### src/rtl/btn_debounce.sv
// btn_debounce: per-channel synchronizer, debounce FSM and optional hold-to-repeat
// for push buttons, all paced by an external 1 ms tick strobe.
module btn_debounce #(
    parameter int               N_BTN         = 4,
    parameter int               DB_MS         = 20,
    parameter logic [N_BTN-1:0] REPEAT_MASK   = '0,
    parameter int               REPEAT_DLY_MS = 500,
    parameter int               REPEAT_MS     = 100
) (
    input  logic             clk,
    input  logic             reset,
    input  logic             tick_1ms,
    input  logic [N_BTN-1:0] btn_in,
    output logic [N_BTN-1:0] btn_level,
    output logic [N_BTN-1:0] btn_press,
    output logic [N_BTN-1:0] btn_release
);
    typedef enum logic [1:0] {IDLE, ARM_DN, DOWN, ARM_UP} state_t;

    logic [N_BTN-1:0] meta_q, sync_q;

    always_ff @(posedge clk or negedge reset) begin
        if (!reset) begin
            meta_q <= '0;
            sync_q <= '0;
        end else begin
            meta_q <= btn_in;
            sync_q <= meta_q;
        end
    end

    genvar g;
    for (g = 0; g < N_BTN; g++) begin : g_ch
        state_t      state_q;
        logic [7:0]  cnt_q;
        logic [11:0] rpt_q, rpt_inc;
        logic        level_q, press_q, release_q;
        logic        s, db_done, held, rpt_hit, rpt_fire;

        assign s        = sync_q[g];
        assign db_done  = tick_1ms && cnt_q == 8'(DB_MS - 1);
        assign held     = state_q == DOWN || state_q == ARM_UP;
        assign rpt_inc  = rpt_q + 12'd1;
        assign rpt_hit  = REPEAT_MASK[g] && tick_1ms && held && rpt_inc == 12'(REPEAT_DLY_MS);
        // a repeat landing on the same tick as the accepted release is dropped
        assign rpt_fire = rpt_hit && !(state_q == ARM_UP && !s && db_done);

        always_ff @(posedge clk or negedge reset) begin
            if (!reset) begin
                state_q   <= IDLE;
                cnt_q     <= '0;
                rpt_q     <= '0;
                level_q   <= 1'b0;
                press_q   <= 1'b0;
                release_q <= 1'b0;
            end else begin
                press_q   <= rpt_fire;
                release_q <= 1'b0;
                if (REPEAT_MASK[g] && tick_1ms && held)
                    rpt_q <= rpt_hit ? 12'(REPEAT_DLY_MS - REPEAT_MS) : rpt_inc;
                case (state_q)
                    IDLE: if (s) begin
                        state_q <= ARM_DN;
                        cnt_q   <= '0;
                    end
                    ARM_DN: if (!s) state_q <= IDLE;
                    else if (db_done) begin
                        state_q <= DOWN;
                        level_q <= 1'b1;
                        press_q <= 1'b1;
                        rpt_q   <= '0;
                    end else if (tick_1ms) cnt_q <= cnt_q + 8'd1;
                    DOWN: if (!s) begin
                        state_q <= ARM_UP;
                        cnt_q   <= '0;
                    end
                    ARM_UP: if (s) state_q <= DOWN;
                    else if (db_done) begin
                        state_q   <= IDLE;
                        level_q   <= 1'b0;
                        release_q <= 1'b1;
                    end else if (tick_1ms) cnt_q <= cnt_q + 8'd1;
                    default: state_q <= IDLE;
                endcase
            end
        end

        assign btn_level[g]   = level_q;
        assign btn_press[g]   = press_q;
        assign btn_release[g] = release_q;
    end
endmodule
### config.mk
export PLATFORM = sky130hd
export DESIGN_NAME = btn_debounce
export DESIGN_NICKNAME = d
export VERILOG_FILES = /design/src/rtl/btn_debounce.sv
export SDC_FILE = /design/constraint.sdc
export NUM_CORES = 1
export LEC_CHECK = 0
export CORE_MARGIN = 4
export CORE_UTILIZATION = 45
export DETAILED_ROUTE_END_ITERATION = 10
export HOLD_SLACK_MARGIN = 0.06
export SLEW_MARGIN = 20
export SYNTH_ARGS = -nofsm -noshare
export SYNTH_HDL_FRONTEND = slang
export SYNTH_SLANG_ARGS = --single-unit
### constraint.sdc
create_clock -name clk -period 3.8 [get_ports clk]
set_input_delay 0.76 -clock clk [delete_from_list [all_inputs] [get_ports clk]]
set_output_delay 0.76 -clock clk [all_outputs]
set_load 0.05 [all_outputs]
# Word level (Yosys, flattened, before mapping)

Index checks and enable logic that the tools add are counted.

Flip-flop bits (word level): 60
Input bits: 7
Output and inout bits: 12
Logic and storage cells: 194

$add $sub $neg: 4
Eq/ne operators: 48
Multiplexer cells: 96
Reduce and logical (&&, ||, !) cells: 24

Operator list:

| cell                  | number |
|---|---|
| $mux W8               | 24 |
| $pmux W8 S4           | 4 |
| $mux W2               | 24 |
| $ne A2 B2 Y1 const B  | 24 |
| $mux W1               | 36 |
| $add A8 B1 Y8 const B | 4 |
| $eq A8 B5 Y1 const B  | 4 |
| $pmux W2 S4           | 4 |
| $reduce_and A4 Y1     | 8 |
| $ne A3 B3 Y1 const B  | 8 |
| $reduce_and A5 Y1     | 4 |
| $eq A2 B2 Y1 const B  | 8 |
| $eq A2 B1 Y1 const B  | 4 |
| $logic_not A2 Y1      | 4 |
| $pmux W1 S2           | 4 |
| $reduce_bool A2 Y1    | 4 |
| $logic_and A1 B1 Y1   | 4 |

# Logic depth before layout (Yosys ltp)

Gate-level depths: netlist of the first run.

Depth after elaboration: 5
Depth in mapped cells: 6
Gate-level depth less buffers: 5

# Worst setup path after synthesis of the first run

No wires, ideal clock.

Kind: in2reg
From: input port tick_1ms
To: register g_ch[0].cnt_q[7]
Setup time: 123 ps
Arrival time: 1,724 ps
Data required time: 3,677 ps
Slack: 1,953 ps
Stages: 6
Buffers on the path: 2
Path through: buf_2 buf_6 nand4_1 nor4b_1 xnor2_1 nor2_1

Longest elaborated chain between the ends: 4
Elaborated cells between the ends (all ways): 6
Classes of those cells: mux (5); reduce/logical (1)

RTL lines:

| item                                                  | RTL line | RTL |
|---|---|---|
| start: declaration                                    | 12       | `input logic tick_1ms,` |
| $mux W8 / $logic_and A1 B1 Y1 (equally long branches) | -        |  |
| $mux W8 *                                             | -        |  |
| $mux W8, on equally long branches                     | -        |  |
| $pmux W8 S4 *                                         | -        |  |
| end signal: assignment                                | 72       | `end else if (tick_1ms) cnt_q <= cnt_q + 8'd1;` |
| end signal: assignment                                | 82       | `end else if (tick_1ms) cnt_q <= cnt_q + 8'd1;` |
| end: declaration                                      | 35       | `logic [7:0] cnt_q;` |

Mark *: on every way between the ends. The rest lies on a longest branch, timed or not. The select of a mux whose other input is x is not followed.
A chain may end at the register's enable or synchronous reset.

# Worst setup path after layout of the first run

From: input port tick_1ms
To: register g_ch[3].level_q

Longest elaborated chain between the ends: 3
Elaborated cells between the ends (all ways): 4
Classes of those cells: eq/ne (2); reduce/logical (2)

RTL lines:

| item                          | RTL line | RTL |
|---|---|---|
| $logic_and A1 B1 Y1 *         | 41       | `assign db_done = tick_1ms && cnt_q == 8'(DB_MS - 1);` |
| $ne A2 B2 Y1 (no line)        | -        |  |
| $reduce_and A5 Y1 (no line) * | -        |  |
| end signal: assignment        | 53       | `level_q <= 1'b0;` |
| end signal: assignment        | 69       | `level_q <= 1'b1;` |
| end signal: assignment        | 80       | `level_q <= 1'b0;` |
| end: declaration              | 37       | `logic level_q, press_q, release_q;` |

Mark *: on every way between the ends. The rest lies on a longest branch, timed or not.

==> results of run 1 <==
[cell type report]
cell class | instances | area (sq um) | area share (%)
Clock buffer | 11 | 141.4 | 4.292
Timing Repair Buffer | 19 | 182.7 | 5.545
Tap cell | 77 | 96.34 | 2.924
Inverter | 11 | 41.29 | 1.253
Clock inverter | 3 | 15.01 | 0.4558
Multi-Input combinational cell | 213 | 1316 | 39.95
Sequential cell | 60 | 1501 | 45.58
[worst max-delay path, delay by kind of cell]
family | cells | cell delay (ns)
buffers and inverters | 2 | 1.15
AOI/OAI and AO/OA | 1 | 0.17
and+or+nand+nor | 2 | 0.51
[how the worst max path moves through the flow]
stage | start | to | slack (ns) | cells past startpoint
2_1_floorplan | tick_1ms | g_ch[0].cnt_q[7] | 1.95 | 6
3_3_place_gp | tick_1ms | g_ch[2].cnt_q[6] | 1.19 | 5
3_5_place_dp | tick_1ms | g_ch[3].level_q | 1.12 | 5
4_1_cts | tick_1ms | g_ch[3].level_q | 1.47 | 5
5_1_grt | tick_1ms | g_ch[3].level_q | 1.27 | 5
6_report | tick_1ms | g_ch[3].level_q | 1.45 | 5
[Yosys cell counts (7+ instances only)]
| cell type | n | area [sq um] |
|---|---|---|
| a21oi_1 | 9 | 45.04 |
| a22o_1 | 7 | 61.31 |
| buf_4 | 12 | 90.09 |
| dfrtp_1 | 60 | 1501 |
| inv_1 | 11 | 41.29 |
| nand2_1 | 43 | 161.4 |
| nand3_1 | 8 | 40.04 |
| nand4_1 | 14 | 87.58 |
| nor2_1 | 20 | 75.07 |
| nor3_1 | 10 | 50.05 |
| o211ai_1 | 9 | 67.56 |
| o21ai_0 | 14 | 70.07 |
| or3_1 | 7 | 43.79 |
| xnor2_1 | 8 | 70.07 |
[per-stage QoR]
stage                     cells  hold slack, ns  instance area [sq um]
after floorplan             304          0.3312                   2980
after global placement      380          0.3311                   3131
after detailed placement    380          0.3347                   3131
after CTS                   394          0.3495                   3287
after global routing        394          0.3528                   3294
final                       394          0.3487                   3294
[metal layers]
layer	vias to the layer above	share of wire, %
met4	0	1.8
met2	34	44
met5	-	0
met3	10	4.3
met1	1024	50
li1	1097	-
[flip-flops by register name (all words and copies together), names as in the netlist, named ones only]
signal and count:
g_ch.cnt_q 32, g_ch.level_q 4, g_ch.press_q 4, g_ch.release_q 4, g_ch.state_q 4, meta_q 4
sync_q 4
[kinds of logic after synthesis]
group           after synthesis  synth area share (%)
simple gates                139                 24.81
flops                        60                 50.38
compound gates               53                 11.97
buf+inv                      31                 5.709
xor+xnor                     14                 4.366
fa+ha+maj                     4                 1.679
mux                           3                 1.091
[power by group through the flow]
stage                     registers (uW)  clock network, uW  logic [uW]
final                                763                481         143
after global routing                 775                532         168
after CTS                            762                500         147
after detailed placement             772                  0         147
after global placement               770                  0         143
after floorplan                      748                  0         118
[layout by cell type, fill, tap and decap left out, types with 4 or more instances in the layout]
master and instances:
dfrtp_1 60, nand2_1 43, nor2_1 20, clkdlybuf4s50_1 17, nand4_1 14, o21ai_0 14, inv_1 11, nor3_1 10
clkbuf_8 10, o211ai_1 9, a21oi_1 9, nand3_1 8, xnor2_1 7, or3_1 7, a22o_1 7, nor3b_1 6
and2_1 5, nor2b_1 5, xor2_1 5, nand4b_1 4, ha_1 4
==> flow_summary.yaml, run 1 <==
pwr:
  p_leak_uw: 0.001424
  p_comb_share_pct: 10.3
  seq_power_share_pct: 55.0
  clkPwrFrac_pct: 34.7
  totalPowerFinal_uw: 1387
  p_per_area_nw_per_um2: 420.9
  ir_drop_v: 0.0002644
  p_int_uw: 997.9
  p_sw_share_pct: 28.04
  p_sw_uw: 388.8
synthesis:
  synth_cell_type_count: 47
  synth_edf_count: 0
  synthCells: 304
  async_reset_ff_share_pct: 100.0
  synth_warnings: 0
  ys_seq_elements: 60
  synth.avg_cell_area_sq_um: 9.804
  synth_ff_type: "dfrtp_1"
  synthesis.area_sq_um: 2980
  synth_nets: 315
  ys_seq_area_share_pct: 50.38
worst_setup_path:
  worst_setup_path_start_kind: "input pin"
  cpPeakStageDelay_ns: 0.89
  cp-end-kind: "flip-flop"
  crit_type: "input pin to flip-flop"
  cp.required_ns: 4.05
  rrSetupSlack_ns: 1.91
  cp_slowest_cell: "clkdlybuf4s50_1"
  r2r_cells: 4
  rr_endpoint: "g_ch[2].cnt_q[6]"
  path_cells: "clkdlybuf4s50_1 > inv_1 > nor3_2 > nand2_1 > o221ai_1"
  worstPathArrival_ns: 2.60
  cp_max_fo: 18
clock_network:
  tritoncts: "done"
  insertion_delay_ns: 0.33
  cts_hold_buf: 0
  cts_root_buffer: "clkbuf_8"
  clock_sinks: 60
  h-tree-depth: 3
  cts_buffers: 9
  postCtsSetupRepairBufs: 0
  path_clk_slew_ns: 0.06
  cts_resized: 0
  cts_buffer_depth: 2
drt:
  postRouteAntennaNets: 0
  wl_mm: 5.425
  num_vias: 2165
  first_iter_violations: 68
  vias_per_cell: 5.495
  first_pass_iters: 4
  route.detailed.drc: 0
  post_drt_wl_per_cell_um: 13.77
grt:
  grt_pass1_wl_mm: 9.735
  grt_util_met2_pct: 24.25
  grt_pass1_vias: 2082
  grt_busiest_layer: "met2"
  grt-ovfl-total: 0
  grt_max_degree: 44
  antenna_found_initial: 0
  grt_util_met3_pct: 5.530
  grtUsageMet1_pct: 20.83
  grt_usage_pct: 15.96
timing:
  finalSetupViolCount: 0
  fin_crit_sh_pct: 61.84
  fin_worst_skew_ns: 0.006059
  worstMarginPinSlew_ns: 0.9726
  max_freq_mhz: 425.6
  final.setup.worst_slack_ns: 1.450
  fin_setup_tns_ns: 0
  finalHoldViolCount: 0
  rsz0062_at_grt: "false"
  finalMaxSlewViolations: 0
  slew_headroom_pct: 34.70
  fin_crit_ns: 2.350
floorplanning:
  placeableCoreArea_sq_um: 6386
  die_w_um: 89.38
  die-area_sq_um: 7989
  die_y_um: 89.38
  start_util_pct: 46.67
  ios: 19
  fp-row-count: 29
place:
  place.gp.congestion: 0.7811
  port-buffer-count: 18
  hpwl_mm: 3.563
  place_ws_ns: 1.120
outcome:
  status: "completed"
hold_path:
  holdPathEnd: "sync_q[1]"
  hold_class: "flip-flop to flip-flop"
  worstHoldStart: "meta_q[1]"
  whs_path_depth: 0
cells_and_area:
  utilization_pct: 51.59
  nFillCells: 585
  fin_nets: 325
  syn_to_final_growth_pct: 10.54
  drive_gt1_share_pct: 6.625
  antenna_cells: 0
flow_run:
  drv_cap: 0
No activity file was read; power rests on OpenSTA's default activity.
==> run 2: changes to the inputs <==
- clock period: 3.8 -> 2.4 ns (I/O delays scaled with it)
==> run 2 against run 1 <==
Net effect:
- total power is 71% higher
- die area stayed put
- critical endpoint is now btn_level[1]
- highest routed layer unchanged
- design area rose by 1.6%
- largest power group unchanged
==> flow_summary.yaml, run 2 (same netlist as run 1, synthesis figures left out) <==
outcome:
  status: "completed"
clock_network:
  cts_buffers: 9
  cts_root_buffer: "clkbuf_8"
  cts_resized: 0
  path_clk_slew_ns: 0.06
  postCtsSetupRepairBufs: 0
  cts_hold_buf: 0
  h-tree-depth: 3
  insertion_delay_ns: 0.32
  clock_sinks: 60
  cts_buffer_depth: 2
  tritoncts: "done"
floorplanning:
  die-area_sq_um: 7989
  start_util_pct: 46.67
  die_y_um: 89.38
  ios: 19
  fp-row-count: 29
  placeableCoreArea_sq_um: 6386
  die_w_um: 89.38
cells_and_area:
  largest_register: "g_ch.cnt_q"
  final_common_cell: "dfrtp_1"
  drive_gt1_share_pct: 6.897
  layout_common_cells: "dfrtp_1 (60), nand2_1 (43), nor2_1 (20)"
  syn_to_final_growth_pct: 12.26
  antenna_cells: 0
  fin_nets: 328
  fin_cells: 396
  nFillCells: 583
  largest_register_ffs: 32
worst_setup_path:
  cp.required_ns: 1.92
  path_cells: "clkdlybuf4s50_1"
  cpPeakStageDelay_ns: 0.81
  rr_endpoint: "g_ch[1].level_q"
  worstPathArrival_ns: 1.49
  crit_type: "flip-flop to output port"
  cp_top_family: "buffers and inverters"
  cp-end-kind: "output port"
  worstReg2RegStart: "g_ch[1].cnt_q[0]"
  critical_path_buf_inv_count: 1
  rrSetupSlack_ns: 0.61
  cp_max_fo: 3
  worst_setup_path_start_kind: "flip-flop"
  cp_slowest_cell: "clkdlybuf4s50_1"
  r2r_cells: 5
pwr:
  p_per_area_nw_per_um2: 707.2
  ir_drop_v: 0.0004712
  p_leak_uw: 0.001447
flow_run:
  drv_cap: 0
timing:
  worstMarginPinSlew_ns: 0.7434
  fin_worst_skew_ns: 0.005644
  fin_setup_tns_ns: 0
  rsz0062_at_grt: "false"
  finalSetupViolCount: 0
  finalMaxSlewViolations: 0
  fin_crit_sh_pct: 82.14
  max_freq_mhz: 507.3
  fin_crit_ns: 1.971
  finalHoldViolCount: 0
  slew_headroom_pct: 50.44
grt:
  grt_max_degree: 61
  antenna_found_initial: 0
  grt_pass1_vias: 1957
  grt-ovfl-total: 0
  grt_usage_pct: 14.64
  grt_pass1_wl_mm: 9.094
drt:
  num_vias: 2191
  vias_per_cell: 5.533
  first_iter_violations: 68
  first_pass_iters: 4
  postRouteAntennaNets: 0
  wl_mm: 5.231
  route.detailed.drc: 0
  post_drt_wl_per_cell_um: 13.21
place:
  place.gp.congestion: 0.8479
  port-buffer-count: 18
  dp.cells: 383
  hpwl_mm: 3.399
hold_path:
  hold_class: "input pin to async pin"
==> run 2: final cells by class <==
cell class / count / area [sq um] / share of cell area [%]
clock inverter: 3 / 65.06 / 1.945
sequential: 60 / 1501 / 44.88
tap: 77 / 96.34 / 2.880
clock buffer: 10 / 127.6 / 3.814
multi-input combinational: 213 / 1309 / 39.12
inverter: 11 / 41.29 / 1.234
timing repair buffer: 22 / 205.2 / 6.133
==> run 2: report_power, final <==
part           leakage [uW]  internal (uW)  switching [uW]
Clock             0.0000981            566             359
Sequential         0.000779           1090             114
Combinational      0.000570            108             128
Total               0.00145           1760             601
==> run 2: stage by stage <==
| step | hold slack, ns | cell area [sq um] | power [uW] | worst slack [ns] | utilization [%] |
|---|---|---|---|---|---|
| after CTS | 0.3313 | 3346 | 2407 | 0.3990 | 52.39 |
| after global placement | 0.3318 | 3153 | 1448 | 0.3269 | 49.37 |
| final | 0.3020 | 3346 | 2366 | 0.4286 | 52.39 |
| after detailed placement | 0.3364 | 3153 | 1459 | 0.2879 | 49.37 |
| after global routing | 0.3557 | 3346 | 2506 | 0.3583 | 52.39 |
| after floorplan | 0.1844 | 2980 | 1370 | 0.8203 | - |
==> run 2: layer usage <==
layer | share of wire [%] | GRT usage (%) | routed length [um] | up-vias
met5 | 0 | 0 | 0 | -
met4 | 0.59 | 4.465 | 31 | 0
met3 | 3.6 | 5.530 | 189 | 2
met2 | 46 | 22.17 | 2388 | 24
met1 | 50 | 19.55 | 2623 | 1056
li1 | - | - | - | 1109
==> run 2: worst max path at each step <==
stage	from	end	slack, ns	depth (start not counted)
2_1_floorplan	g_ch[3].cnt_q[0]	g_ch[3].cnt_q[0]	0.82	5
3_3_place_gp	tick_1ms	g_ch[2].cnt_q[6]	0.33	6
3_5_place_dp	tick_1ms	g_ch[2].cnt_q[6]	0.29	6
4_1_cts	g_ch[1].level_q	btn_level[1]	0.40	1
5_1_grt	g_ch[1].level_q	btn_level[1]	0.36	1
6_report	g_ch[1].level_q	btn_level[1]	0.43	1
==> RTL change 1 (flow settings as in run 2) <==
Register the output `btn_level` once more; this adds one clock of latency there. The other outputs are not delayed to match.
--- a/src/rtl/btn_debounce.sv
+++ b/src/rtl/btn_debounce.sv
@@ -18,2 +18,4 @@
     typedef enum logic [1:0] {IDLE, ARM_DN, DOWN, ARM_UP} state_t;
+
+    logic [N_BTN-1:0] btn_level_d;
 
@@ -87,3 +89,3 @@
 
-        assign btn_level[g]   = level_q;
+        assign btn_level_d[g]   = level_q;
         assign btn_press[g]   = press_q;
@@ -91,2 +93,6 @@
     end
+    always_ff @(posedge clk) begin
+        btn_level <= btn_level_d;
+    end
+
 endmodule
Behaviour: same outputs for any inputs over 10 cycles, from zero or initial values and one cycle with reset low; that may be too few to reach the edited logic, so the function may still have changed.
==> RTL change 1 against run 2 <==
- area after synthesis up 0.92%
- critical path depth unchanged
- routed wire length is 4.5% higher
- utilization rose by 0.97 points
- cell area up 2.4%
- power down 3.2%
- sequential cell count increased by 4
- setup slack gained 0.033 ns
- via count rose by 0.37%
- clock skew increased by 0.0032 ns
- clock power down 3.7%
- count of clock-buffer cells in the layout grew 1
- critical path type unchanged
==> RTL change 1: results (changes against run 2) <==
## Place
* **total cell area at the placement stage** 3240 µm², +2.8%
* **pre-CTS setup slack** 0.236 ns, -0.0521 ns
* **count of port buffers added during placement** 18, unchanged
* **Cell Count Post-Placement** 379, -1.0%
* **final RePlAce weighted congestion** 0.804, -5.2%
* **half-perimeter wire length after detailed placement** 3640 µm, +7.1%

## Routing
* **Vias** 2,199, +0.37%
* **number of DRC markers in iteration 0** 72, +5.9%
* **count of TritonRoute iterations in the first routing pass** 4, unchanged
* **post-DR wirelength/cell** 13.9 µm, +5.1%

## Finish
* **Logic inverters** 7, -4
* **NumNets Final** 324, -1.2%
* **Largest register FFs** 32, unchanged
* **filler instances** 556, -4.6%
* **combined area of the multi-input logic cells** 1300 µm², -0.38%
* **combined flip-flop and latch cell area** 1580 µm², +5.3%
* **Non-Clock Buffer Count** 24, +9.1%
* **count of non-filler cells in the finished layout** 394, -0.51%
* **clock buffer count** 11, +1
* **number of multi-input combinational cells in the layout** 207, -2.8%
* **share of cells above drive strength 1** 0.101, +0.0320
* **fraction of area in clock buffers and inverters** 0.0544, -0.00319
* **NonClk Buf Share** 0.0679, +0.00658

## GRT
* **global-route usage over all layers** 0.151, +0.00420
* **initial antenna violation count** 0, unchanged
* **first-pass GRT wire length** 10,000 µm, +10%
* **pin count of the biggest net entering global routing** 61, unchanged
* **vias in the first global route** 2,047, +4.6%

## Worst setup path
* **slowest cell on the critical path** clkdlybuf4s50_1
* **largest fanout on the critical path** 1, -2
* **data arrival time of the worst path** 1.46 ns, -0.03 ns
* **worst stage delay on the critical path** 0.79 ns, -0.02 ns

## Floorplan
* **Core Region** 6420 µm², +0.57%

## Pwr
* **total power per unit cell area** 669 nW/µm², -5.5%
* **worst vdd ir** 0.000488 V, +3.5%
* **Static Leak** 1.47 nW, +1.7%

## Outcome
* **outcome** finished clean

## Timing
* **worst-case clock skew** 0.00887 ns, +0.00323 ns
* **Max transition margin** 0.585, +0.0803

## Min path
* **kind of path behind the tightest hold check** in -> async

## Logic synthesis
* **top cell types by occurrence after synthesis** 60 x dfrtp_1, 38 x nand2_1, 19 x nor2_1
* **share of synthesized registers carrying an async set or reset** 0.938, -0.0625
* **number of flip-flops and latches in the synthesized netlist** 64, +6.7%
* **number of nets produced by synthesis** 306, -2.9%
* **sequential cell area fraction in the yosys report** 0.526, +0.0220
* **Yosys Warn Count** 0, unchanged
* **syn avg cell area** 10.2 µm², +4.0%
* **number of distinct library cells after synthesis** 49, +4.3%
* **cell types with the largest area share after synthesis** dfrtp_1 50%, nand2_1 4.7%, a22o_1 3.2%

## Clock network
* **clock insertion delay at the later pin of the skew report** 0.34 ns, +0.02 ns
* **Clk Tree Root Cell** clkbuf_8
* **total clock buffers created by CTS** 9, unchanged
* **setup fix buffers added after clock tree synthesis** 0, unchanged

## RTL change 1: cell types whose count changed after synthesis, moves of 5 or more
cell	run 2	this run
a21oi_1	9	15
and2_1	5	0
nand2_1	43	38
nand4_1	14	9
o211ai_1	9	4
## RTL change 1: routing by layer
layer / global-route usage / vias up / share of wire
li1: - / 1104 / -
met1: 0.215 / 1058 / 0.50
met5: 0 / - / 0
met3: 0.0284 / 11 / 0.030
met2: 0.215 / 26 / 0.44
met4: 0.0843 / 0 / 0.026
## RTL change 1: kinds of logic (layout without fill, tap and decap cells)
| family | count (synthesis) | in the layout | share of synthesized area |
|---|---|---|---|
| muxes | 5 | 5 | 0.0191 |
| xor gates and xnor gates | 9 | 9 | 0.0262 |
| adders and majority gates | 4 | 4 | 0.0166 |
| and+or+nand+nor | 122 | 122 | 0.222 |
| AOI/OAI and AO/OA | 67 | 67 | 0.150 |
| DFF | 64 | 64 | 0.526 |
| buffers and inverters | 24 | 46 | 0.0408 |
## RTL change 1: path summary, 6_finish.rpt
path / depth (start not counted) / slack (ns) / endpoint / start
max: 1 / 0.46 / btn_press[1] / g_ch[1].press_q
max reg2reg: 3 / 0.51 / flip-flop / g_ch[0].cnt_q[2]
min reg2reg: 0 / 0.36 / sync_q[2] / meta_q[2]
max in group asynchronous: 2 / 2.01 / g_ch[2].level_q / reset
min in group clk: 0 / 0.36 / sync_q[2] / meta_q[2]
min: 2 / 0.13 / asynchronous set/reset pin / reset
## RTL change 1: report_power, final
part	total [W]	switching (W)	internal [W]
sequential	0.00122	0.0000838	0.00113
clock	0.000891	0.000394	0.000497
combinational	0.000185	0.0000987	0.0000862
==> RTL change 2 (flow settings as in run 2) <==
Without the edit above. The parameter `N_BTN` goes from 4 to 5.
--- a/src/rtl/btn_debounce.sv
+++ b/src/rtl/btn_debounce.sv
@@ -3,3 +3,3 @@
 module btn_debounce #(
-    parameter int               N_BTN         = 4,
+    parameter int               N_BTN         = 5,
     parameter int               DB_MS         = 20,
Ports: changed (resized btn_in, btn_level, btn_press and btn_release); port bits go from 19 to 23. No check against the original RTL was run, so the function may have changed too.
==> RTL change 2 against run 2 <==
- register-to-register slack lost 0.07 ns
- hold slack gained 0.050 ns
- sequential cell count grew 15
- setup slack lost 0.047 ns
- cell area grew 28%
- routed wire length grew 34%
- power grew 14%
- area after synthesis grew 28%
- largest cell class unchanged
==> RTL change 2: results (changes against run 2) <==
## Place
* **half-perimeter wire length after detailed placement** 4680 µm, +38%
* **total cell area at the placement stage** 4090 µm², +30%
* **count of port buffers added during placement** 22, +4
* **final RePlAce weighted congestion** 0.753, -11%
* **pre-CTS setup slack** 0.195 ns, -0.0927 ns
* **Cell Count Post-Placement** 497, +30%

## Worst setup path
* **worst stage delay on the critical path** 0.81 ns, about the same
* **worst reg2reg startpoint** g_ch[4].cnt_q[5]
* **minimum setup slack among reg-to-reg paths** 0.54 ns, -0.07 ns
* **cell class contributing the biggest share of worst-path delay** buffers and inverters
* **slowest cell on the critical path** clkdlybuf4s50_1
* **destination of the worst register-to-register timing path** g_ch[4].level_q
* **R2R depth** 4, -1

## Pwr
* **worst vdd ir** 0.000311 V, -34%
* **sequential cell power** 0.00148 W, +23%
* **Static Leak** 1.88 nW, +30%
* **Reg power frac** 0.551, +0.042
* **fraction of power spent switching nets** 0.269, +0.0153
* **Comb power** 0.000297 W, +26%

## Clock network
* **H-Tree Level Count** 3, unchanged
* **Clk Tree Root Cell** clkbuf_8
* **cts-stage hold buffer count** 1, +1
* **clock insertion delay at the later pin of the skew report** 0.34 ns, +0.02 ns

## GRT
* **first-pass GRT wire length** 12,400 µm, +36%
* **initial antenna violation count** 0, unchanged
* **vias in the first global route** 2,740, +40%
* **global-route usage over all layers** 0.153, +0.00622
* **pin count of the biggest net entering global routing** 52, -15%

## Timing
* **Hold Slack** 0.352 ns, +0.0498 ns
* **worst-case clock skew** 0.00515 ns, -0.000495 ns
* **Worst Tran Pin Value** 0.760 ns, +0.0168 ns

## Logic synthesis
* **sequential cell area fraction in the yosys report** 0.492, -0.0113
* **cell types with the largest area share after synthesis** dfrtp_1 49%, nand2_1 5.5%, a22o_1 5.3%
* **cell count after synthesis** 390, +28%
* **number of distinct library cells after synthesis** 48, +2.1%
* **top cell types by occurrence after synthesis** 75 x dfrtp_1, 56 x nand2_1, 23 x a22o_1
* **number of nets produced by synthesis** 403, +28%

## Finish
* **count of non-filler cells in the finished layout** 513, +30%
* **share of cells above drive strength 1** 0.0956, +0.0266
* **NumNets Final** 417, +27%
* **Largest register FFs** 40, +25%

## Routing
* **post-DR wirelength/cell** 13.7 µm, +3.8%
* **ratio of routed vias to standard cells** 5.65, +2.0%
* **number of DRC markers in iteration 0** 99, +46%

## Outcome
* **outcome** finished clean

## Min path
* **kind of path behind the tightest hold check** reg -> reg

[RTL change 2: changes by cell type in the layout (fill, tap and decap cells not counted), moves of 8 or more]
cell / delta
nand3_1: +13
a21o_1: +8
nand2_1: +13
nor3_1: +8
dfrtp_1: +15
a22o_1: +16
[RTL change 2: cell families (layout without fill, tap and decap cells)]
kind of cell | Yosys count | count (layout) | synth area share
fa+ha+maj | 5 | 5 | 0.0164
buf+inv | 38 | 56 | 0.0545
compound gates | 82 | 82 | 0.154
flops | 75 | 75 | 0.492
simple gates | 176 | 176 | 0.246
mux | 9 | 9 | 0.0259
xor+xnor | 5 | 5 | 0.0115
[RTL change 2: final cells by class]
class / instances / area (µm²)
Clock inverter: 3 / 40.0
Clock buffer: 12 / 135
Inverter: 7 / 26.3
Fill cell: 744 / 3950
Multi-Input combinational cell: 277 / 1730
Timing Repair Buffer: 34 / 335
Tap cell: 105 / 131
Sequential cell: 75 / 1880
[RTL change 2: how the worst max path moves through the flow]
stage               cells past startpoint  slack (ns)        startpoint          endpoint
finish                                  1        0.38   g_ch[4].level_q      btn_level[4]
global route                            1        0.32   g_ch[4].level_q      btn_level[4]
CTS                                     1        0.36   g_ch[4].level_q      btn_level[4]
detailed placement                      6        0.20          tick_1ms  g_ch[3].cnt_q[7]
global placement                        6        0.21          tick_1ms  g_ch[3].cnt_q[7]
floorplan                               4        0.63  g_ch[4].cnt_q[5]   g_ch[4].level_q
[RTL change 2: metal layers]
| layer | vias up | part of all wire | global-route usage |
|---|---|---|---|
| met5 | - | 0 | 0 |
| met4 | 0 | 0.011 | 0.0518 |
| met3 | 5 | 0.027 | 0.0473 |
| met2 | 33 | 0.47 | 0.246 |
| met1 | 1404 | 0.49 | 0.196 |
| li1 | 1454 | - | - |
